$ cat src/rtl/ex_muldiv.sv
// rtl/ex_muldiv.sv - iterative RV32M multiply/divide execute unit
//
// Ports:
//   clk, rst            clock, asynchronous active-high reset
//   valid_i / ready_o   request handshake (ready_o high only in IDLE)
//   func3_i             RV32M operation select
//   reg1_i, reg2_i      rs1 / rs2 operands
//   wd_i, wreg_i        destination register and write-enable to carry along
//   flush_i             cancel any in-flight or unconsumed operation
//   valid_o / ready_i   result handshake
//   wdata_o, wd_o,      result, destination, write-enable (all zero while
//   wreg_o              valid_o is low)
//   busy_o              unit not idle; feeds the pipeline stall request
module ex_muldiv #(
  parameter int XLEN    = 32,
  parameter int BPC     = 1,
  parameter int REGADDR = 5
) (
  input  logic               clk,
  input  logic               rst,
  input  logic               valid_i,
  output logic               ready_o,
  input  logic [2:0]         func3_i,
  input  logic [XLEN-1:0]    reg1_i,
  input  logic [XLEN-1:0]    reg2_i,
  input  logic [REGADDR-1:0] wd_i,
  input  logic               wreg_i,
  input  logic               flush_i,
  output logic               valid_o,
  input  logic               ready_i,
  output logic [XLEN-1:0]    wdata_o,
  output logic [REGADDR-1:0] wd_o,
  output logic               wreg_o,
  output logic               busy_o
);

  localparam int N  = XLEN / BPC;
  localparam int CW = (N > 1) ? $clog2(N) : 1;

  typedef enum logic [1:0] {IDLE, CALC, DONE} state_t;

  state_t state, state_n;
  logic   accept;

  logic [CW-1:0]      cnt;
  logic [2:0]         op;
  logic [REGADDR-1:0] wd_r;
  logic               wreg_r;
  logic               neg_a;     // sign of product / quotient
  logic               neg_r;     // sign of remainder
  logic               spec;      // special case, result preloaded in res
  logic [XLEN-1:0]    res;
  logic [XLEN-1:0]    x;         // multiplier (shifts right) or dividend/quotient
  logic [XLEN-1:0]    y;         // divisor magnitude
  logic [XLEN-1:0]    rem;       // partial remainder
  logic [2*XLEN-1:0]  mc;        // multiplicand, shifted left BPC per cycle
  logic [2*XLEN-1:0]  acc;       // product accumulator

  // ---------------- request decode ----------------
  logic            is_div, sgn1, sgn2, s1, s2, div0, ovf, special;
  logic [XLEN-1:0] mag1, mag2, spec_val;

  always_comb begin
    is_div = func3_i[2];
    // MULH: both signed, MULHSU: rs1 only, DIV/REM: both signed
    sgn1 = is_div ? ~func3_i[0] : (func3_i[1] ^ func3_i[0]);
    sgn2 = is_div ? ~func3_i[0] : (func3_i[1:0] == 2'b01);
    s1   = sgn1 & reg1_i[XLEN-1];
    s2   = sgn2 & reg2_i[XLEN-1];
    mag1 = s1 ? (~reg1_i + 1'b1) : reg1_i;
    mag2 = s2 ? (~reg2_i + 1'b1) : reg2_i;
    div0 = is_div && (reg2_i == '0);
    ovf  = is_div && ~func3_i[0] && (reg1_i == {1'b1, {(XLEN-1){1'b0}}}) && (&reg2_i);
    special = div0 | ovf;
    if (div0)
      spec_val = func3_i[1] ? reg1_i : '1;
    else
      spec_val = func3_i[1] ? '0 : reg1_i;
  end

  // ---------------- FSM ----------------
  always_ff @(posedge clk or posedge rst) begin
    if (rst) state <= IDLE;
    else     state <= state_n;
  end

  always_comb begin
    state_n = state;
    accept  = 1'b0;
    case (state)
      IDLE: if (valid_i && !flush_i) begin
        accept  = 1'b1;
        state_n = special ? DONE : CALC;
      end
      CALC: if (cnt == CW'(N - 1)) state_n = DONE;
      DONE: if (ready_i) state_n = IDLE;
      default: state_n = IDLE;
    endcase
    if (flush_i) state_n = IDLE;
  end

  // ---------------- one iteration of the datapath ----------------
  logic [2*XLEN-1:0] acc_n, mc_n;
  logic [XLEN-1:0]   xm_n, q, q_n, rem_n;
  logic [XLEN:0]     r;

  always_comb begin
    acc_n = acc;
    for (int j = 0; j < BPC; j++)
      if (x[j]) acc_n = acc_n + (mc << j);
    mc_n = mc << BPC;
    xm_n = x >> BPC;

    // restoring division: r needs one extra bit to hold the shifted remainder
    r = {1'b0, rem};
    q = x;
    for (int j = 0; j < BPC; j++) begin
      r = {r[XLEN-1:0], q[XLEN-1]};
      q = {q[XLEN-2:0], 1'b0};
      if (r >= {1'b0, y}) begin
        r    = r - {1'b0, y};
        q[0] = 1'b1;
      end
    end
    rem_n = r[XLEN-1:0];
    q_n   = q;
  end

  always_ff @(posedge clk or posedge rst) begin
    if (rst) begin
      cnt    <= '0;
      op     <= '0;
      wd_r   <= '0;
      wreg_r <= 1'b0;
      neg_a  <= 1'b0;
      neg_r  <= 1'b0;
      spec   <= 1'b0;
      res    <= '0;
      x      <= '0;
      y      <= '0;
      rem    <= '0;
      mc     <= '0;
      acc    <= '0;
    end else if (accept) begin
      cnt    <= '0;
      op     <= func3_i;
      wd_r   <= wd_i;
      wreg_r <= wreg_i;
      neg_a  <= s1 ^ s2;
      neg_r  <= s1;
      spec   <= special;
      res    <= spec_val;
      x      <= is_div ? mag1 : mag2;
      y      <= mag2;
      rem    <= '0;
      mc     <= {{XLEN{1'b0}}, mag1};
      acc    <= '0;
    end else if (state == CALC) begin
      cnt <= cnt + 1'b1;
      if (op[2]) begin
        x   <= q_n;
        rem <= rem_n;
      end else begin
        x   <= xm_n;
        mc  <= mc_n;
        acc <= acc_n;
      end
    end
  end

  // ---------------- result selection with sign correction ----------------
  logic [2*XLEN-1:0] prod;
  logic [XLEN-1:0]   quo, rmd, result;

  always_comb begin
    prod = neg_a ? (~acc + 1'b1) : acc;
    quo  = neg_a ? (~x + 1'b1) : x;
    rmd  = neg_r ? (~rem + 1'b1) : rem;
    if (spec)
      result = res;
    else if (op[2])
      result = op[1] ? rmd : quo;
    else if (op[1:0] == 2'b00)
      result = prod[XLEN-1:0];
    else
      result = prod[2*XLEN-1:XLEN];
  end

  assign ready_o = (state == IDLE);
  assign busy_o  = (state != IDLE);
  assign valid_o = (state == DONE);
  assign wdata_o = valid_o ? result : '0;
  assign wd_o    = valid_o ? wd_r : '0;
  assign wreg_o  = valid_o & wreg_r;

endmodule

$ cat config.mk
export PLATFORM = sky130hd
export DESIGN_NAME = ex_muldiv
export DESIGN_NICKNAME = d
export VERILOG_FILES = /design/src/rtl/ex_muldiv.sv
export SDC_FILE = /design/constraint.sdc
export NUM_CORES = 1
export LEC_CHECK = 0
export CELL_PAD_IN_SITES_DETAIL_PLACEMENT = 1
export CELL_PAD_IN_SITES_GLOBAL_PLACEMENT = 1
export CORE_MARGIN = 2
export CORE_UTILIZATION = 50
export CTS_CLUSTER_SIZE = 20
export DETAILED_ROUTE_END_ITERATION = 6
export PLACE_DENSITY_LB_ADDON = 0.25
export SYNTH_ARGS = -nofsm -noshare
export SYNTH_HDL_FRONTEND = slang
export SYNTH_SLANG_ARGS = --single-unit
export TNS_END_PERCENT = 20
$ cat constraint.sdc
create_clock -name clk -period 15.98 [get_ports clk]
set_input_delay 2.397 -clock clk [delete_from_list [all_inputs] [get_ports clk]]
set_output_delay 2.397 -clock clk [all_outputs]
set_load 0.01 [all_outputs]
### Yosys cells after proc, flatten, opt, wreduce, memory -nomap -nowiden

Cells that the tools add are included.

* register bits after elaboration: 275
* output and inout port bits: 41
* input bits: 78
* logic and storage cells: 104

* mux-type cells: 42
* $lt $le $gt $ge: 1
* equality and inequality tests: 9
* add/sub/neg operators: 8
* reductions and logical operators: 18
* bitwise logic cells: 12

Operators by type and width (number)
* 32-bit 2-to-1 mux: 20
* 64-bit 2-to-1 mux: 8
* 32-bit by 1-bit adder with 32-bit output (second input constant): 4
* 32-bit inverter: 4
* 64-bit by 1-bit adder with 64-bit output (second input constant): 1
* 64-bit adder: 1
* 64-bit inverter: 1
* 33-bit by 32-bit greater-or-equal comparator with 1-bit output: 1
* 32-bit equality test (second input constant): 1
* 32-bit zero test: 1
* 32-bit AND reduction: 1
* 32-bit subtractor: 1
* 5-bit 2-to-1 mux: 3
* 2-bit 2-to-1 mux: 5
* 2-bit nonzero test: 4
* 2-bit one-hot mux with 3 select lines: 1
* 3-bit AND reduction: 2
* 5-bit by 1-bit adder with 5-bit output (second input constant): 1
* 5-bit equality test (second input constant): 1
* 1-bit logical AND: 5
* 1-bit 2-to-1 mux: 5
* 2-bit by 1-bit equality test with 1-bit output (second input constant): 2
* 2-bit zero test: 2
* 2-bit AND reduction: 2
* other kinds (10): 13

### Longest topological paths before layout

* depth after elaboration: 9
* depth in mapped cells: 15
* mapped depth without buffers: 14

### Least setup slack after synthesis

No wires, ideal clock.

* path type: reg2out
* start: register acc[11]
* end: output wdata_o[27]
* arrival: 3016 ps
* path buffers: 0
* path slack: 10567 ps
* stages on the path, launching flop included: 11
* cell sequence: dfrtp_1 > or4_4 > or4_4 > nor4_4 > nand3_2 > or2_4 > o31ai_4 > xor2_1 > a211oi_1 > a211oi_1 > nor3_1

* longest elaborated chain between the ends: 7

Ends and longest elaborated chain
* from (decl): line 57 `logic [2*XLEN-1:0] acc;`
* from (signal assigned): line 166 `acc <= acc_n;`
* 64-bit inverter: line 176 `prod = neg_a ? (~acc + 1'b1) : acc;`
* 64-bit by 1-bit adder with 64-bit output: line 176
* 64-bit 2-to-1 mux: line 176
* 32-bit 2-to-1 mux: line 183 `else if (op[1:0] == 2'b00)`
* 32-bit 2-to-1 mux: line 181 `else if (op[2])`
* 32-bit 2-to-1 mux: line 179 `if (spec)`
* 32-bit 2-to-1 mux: line 192 `assign wdata_o = valid_o ? result : '0;`
* to (decl): line 31 `output logic [XLEN-1:0] wdata_o,`

Every way passes these cells.

### Worst setup path after layout

* start: register acc[30]
* end: output wdata_o[28]

Same word-level chain as after synthesis.

==> impl_metrics.ini <==
[run_status]
status = finished clean

[timing]
final_max_slew_viol_count = 0
fin_crit_sh_pct = 45.3
clock.fmax_mhz = 138
setup_viol = 0
grt_setup_unrepaired = no
clock-skew-final_ns = 0.0246
finalHoldViolCount = 0
period_minus_slack_ns = 7.23
final.setup.tns_ns = 0
max_slew_margin_pct = 19.3
worst_pin_slew_ns = 1.21
layout_setup_ws_ns = 8.75

[routing]
drtPass1Iterations = 5
ant_nets = 0
avgViaCountPerCell = 6.61
wl_per_cell_um = 25.9
wirelength_um = 90400
drt_iter0_markers = 2006
drcViolationCount = 0
via_count = 23100

[synthesis]
post_synth_mux_area_share_pct = 3.02
yosysMostFrequentCell = nand2_1
synth_top_family_by_area = compound AO/OA/AOI/OAI gates
ys_ff_latch = 275
seq_area_frac_synth_pct = 30.3
avgSynthCellArea_um2 = 7.91
yosysWarnings = 0
synth-xor-area-share_pct = 10.1
syn_inst = 2867
yosys-top-cells-count = nand2_1 (373), o21ai_0 (335), dfrtp_1 (275)
synth.net_count = 3051
synth_compound_area_share_pct = 27.1
yosys_most_used_dff = dfrtp_1
async_flop_share_pct = 100
ys_types = 79
synth_edf_count = 0
synth.area.top_cells = dfrtp_1 (30%), o21ai_0 (7.4%), nand2_1 (6.2%)
synth-simple-area-share_pct = 18.2
synth_fa_ha_area_share_pct = 6.45
syn-cell-area_um2 = 22700
synth_top_area_cell = dfrtp_1
netlist.area_leader.share_pct = 30.3

[floorplan]
rows = 78
coreArea_um2 = 45100
start_util_pct = 50.3
io_pins = 119
die_x_um = 217
dieArea_um2 = 47100
die_y_um = 217

[power_and_ir_drop]
cellPowerDensity_nw_per_um2 = 173
ir_drop_uv = 113
leakagePower_uw = 0.0109

[final_layout]
nets = 3049
drive_above_1_share_pct = 5.29
layoutNonFillerInstCount = 3490
area_delta_synth_final_pct = 11.6
n_fill_cell = 5563
diodes = 0

[grt]
grt.overflow.total = 0
antenna_found_initial = 1
grt_pass1_wl_um = 139000
track_usage_pct = 38.2
grt_pass1_vias = 23300
grt_max_degree = 133

[hold_path]
hold_class = flop to flop

[run]
cap_violations = 0

[place]
dp_cells = 3427
hpwl_um = 66500
io_buffers = 118
gp_congestion = 0.988
pre_cts_ws_ns = 8.97

[clocking]
clockBufferDepth = 3
hold_buffers = 0
clock_latency_ns = 0.57
htreeDepth = 2
cts_root_buffer = clkbuf_16
cts_resized = 0
cts_tree = yes
postCtsSetupRepairBufs = 0
cts.clk_slew.worst_paths_ns = 0.05
cts_buffers = 36
clock_sinks = 275

[setup_path]
critical_path_peak_fanout = 8
arrival_ns = 4.84
critical_path_required_ns = 13.58
crit_path_end_kind = primary output
critPathLaunchType = flop
crit_type = flop to primary output
## sequential cells by signal, indices dropped and copies added, names as in the netlist
name    flops
wreg_r      1
x          32
neg_r       1
wd_r        5
spec        1
rem        32
acc        64
state       2
mc         64
op          3
y          32
cnt         5
res        32
neg_a       1
## path summary, 6_finish.rpt
check	startpoint	endpoint	slack [ns]	cells after the start
max	acc[30]$_DFFE_PP0P_	wdata_o[28]	8.75	10
min in group asynchronous	rst	res[2]$_DFFE_PP0P_	2.39	2
min	wreg_r$_DFFE_PP0P_	wreg_r$_DFFE_PP0P_	0.46	2
max reg2reg	rem[0]$_DFFE_PP0P_	rem[1]$_DFFE_PP0P_	11.68	12
min reg2reg	wreg_r$_DFFE_PP0P_	wreg_r$_DFFE_PP0P_	0.46	2
max in group asynchronous	rst	rem[24]$_DFFE_PP0P_	11.47	4
## kinds of logic after synthesis
group	Yosys count
AOI/OAI and AO/OA	977
and+or+nand+nor	880
buffers and inverters	289
DFF	275
xor gates and xnor gates	261
adders and majority gates	118
muxes	67
## report_power, final
part	internal (uW)	switching, uW
sequential	866	306
combinational	900	1490
clock	473	340
## critical path, cell delays in order, from the launching register on
cell             delay, ns
dfrtp_1               0.45
or4_1                 0.61
nor4_1                0.60
and2_1                0.32
nand4_2               0.27
o31ai_1               0.33
xor2_1                0.12
a211oi_1              0.33
a211oi_1              0.13
nor3_1                0.47
clkdlybuf4s50_1       0.64
## stage by stage
step | hold WS [ns] | util [%] | instance area [um2] | total power, uW
3_3_place_gp | 0.449 | 53.6 | 24200 | 3400
5_1_grt | 0.503 | 56.1 | 25300 | 4640
3_5_place_dp | 0.454 | 53.6 | 24200 | 3490
4_1_cts | 0.468 | 56.1 | 25300 | 4330
2_1_floorplan | 0.437 | - | 22700 | 2770
6_report | 0.463 | 56.1 | 25300 | 4380
## routing by layer
layer	track usage [%]	vias to the layer above	wire [um]	share of wire, %
met5	0	-	0	0
met4	19.3	0	5200	5.8
met3	5.44	234	6040	6.7
met2	62.3	906	42200	47
met1	49.6	11600	37000	41
li1	-	10400	-	-
## final cells by class
class	count	area, um2	share of cell area [%]
well taps	600	751	2.97
repair buffers	146	1400	5.55
clock inverters	13	103	0.405
inverters	103	394	1.56
flip-flops and latches	275	6890	27.2
clock buffers	50	1040	4.13
multi-input cells	2303	14700	58.2
## placed cells by master, fill, tap and decap left out, types with 10 or more instances in the layout
cell	instances
nor3_1	48
nor2_1	169
a31o_2	10
inv_1	101
clkbuf_16	37
o21ai_0	335
mux2i_1	55
clkdlybuf4s50_1	118
buf_4	27
or2_2	17
ha_1	104
o41ai_1	16
a21o_1	59
xnor2_1	155
nand4_1	37
a211oi_1	57
or3_1	35
and2_1	18
xor2_1	106
or4_1	25
nor4_1	16
o31ai_1	49
dfrtp_1	272
a32o_1	11
nand2b_1	13
nor2b_1	23
nand3_1	65
o21bai_1	17
a22o_1	32
nand2_1	372
maj3_1	12
a31oi_1	35
mux2_2	12
a21oi_1	218
o211ai_1	62
No activity file was read; power rests on OpenSTA's default activity.
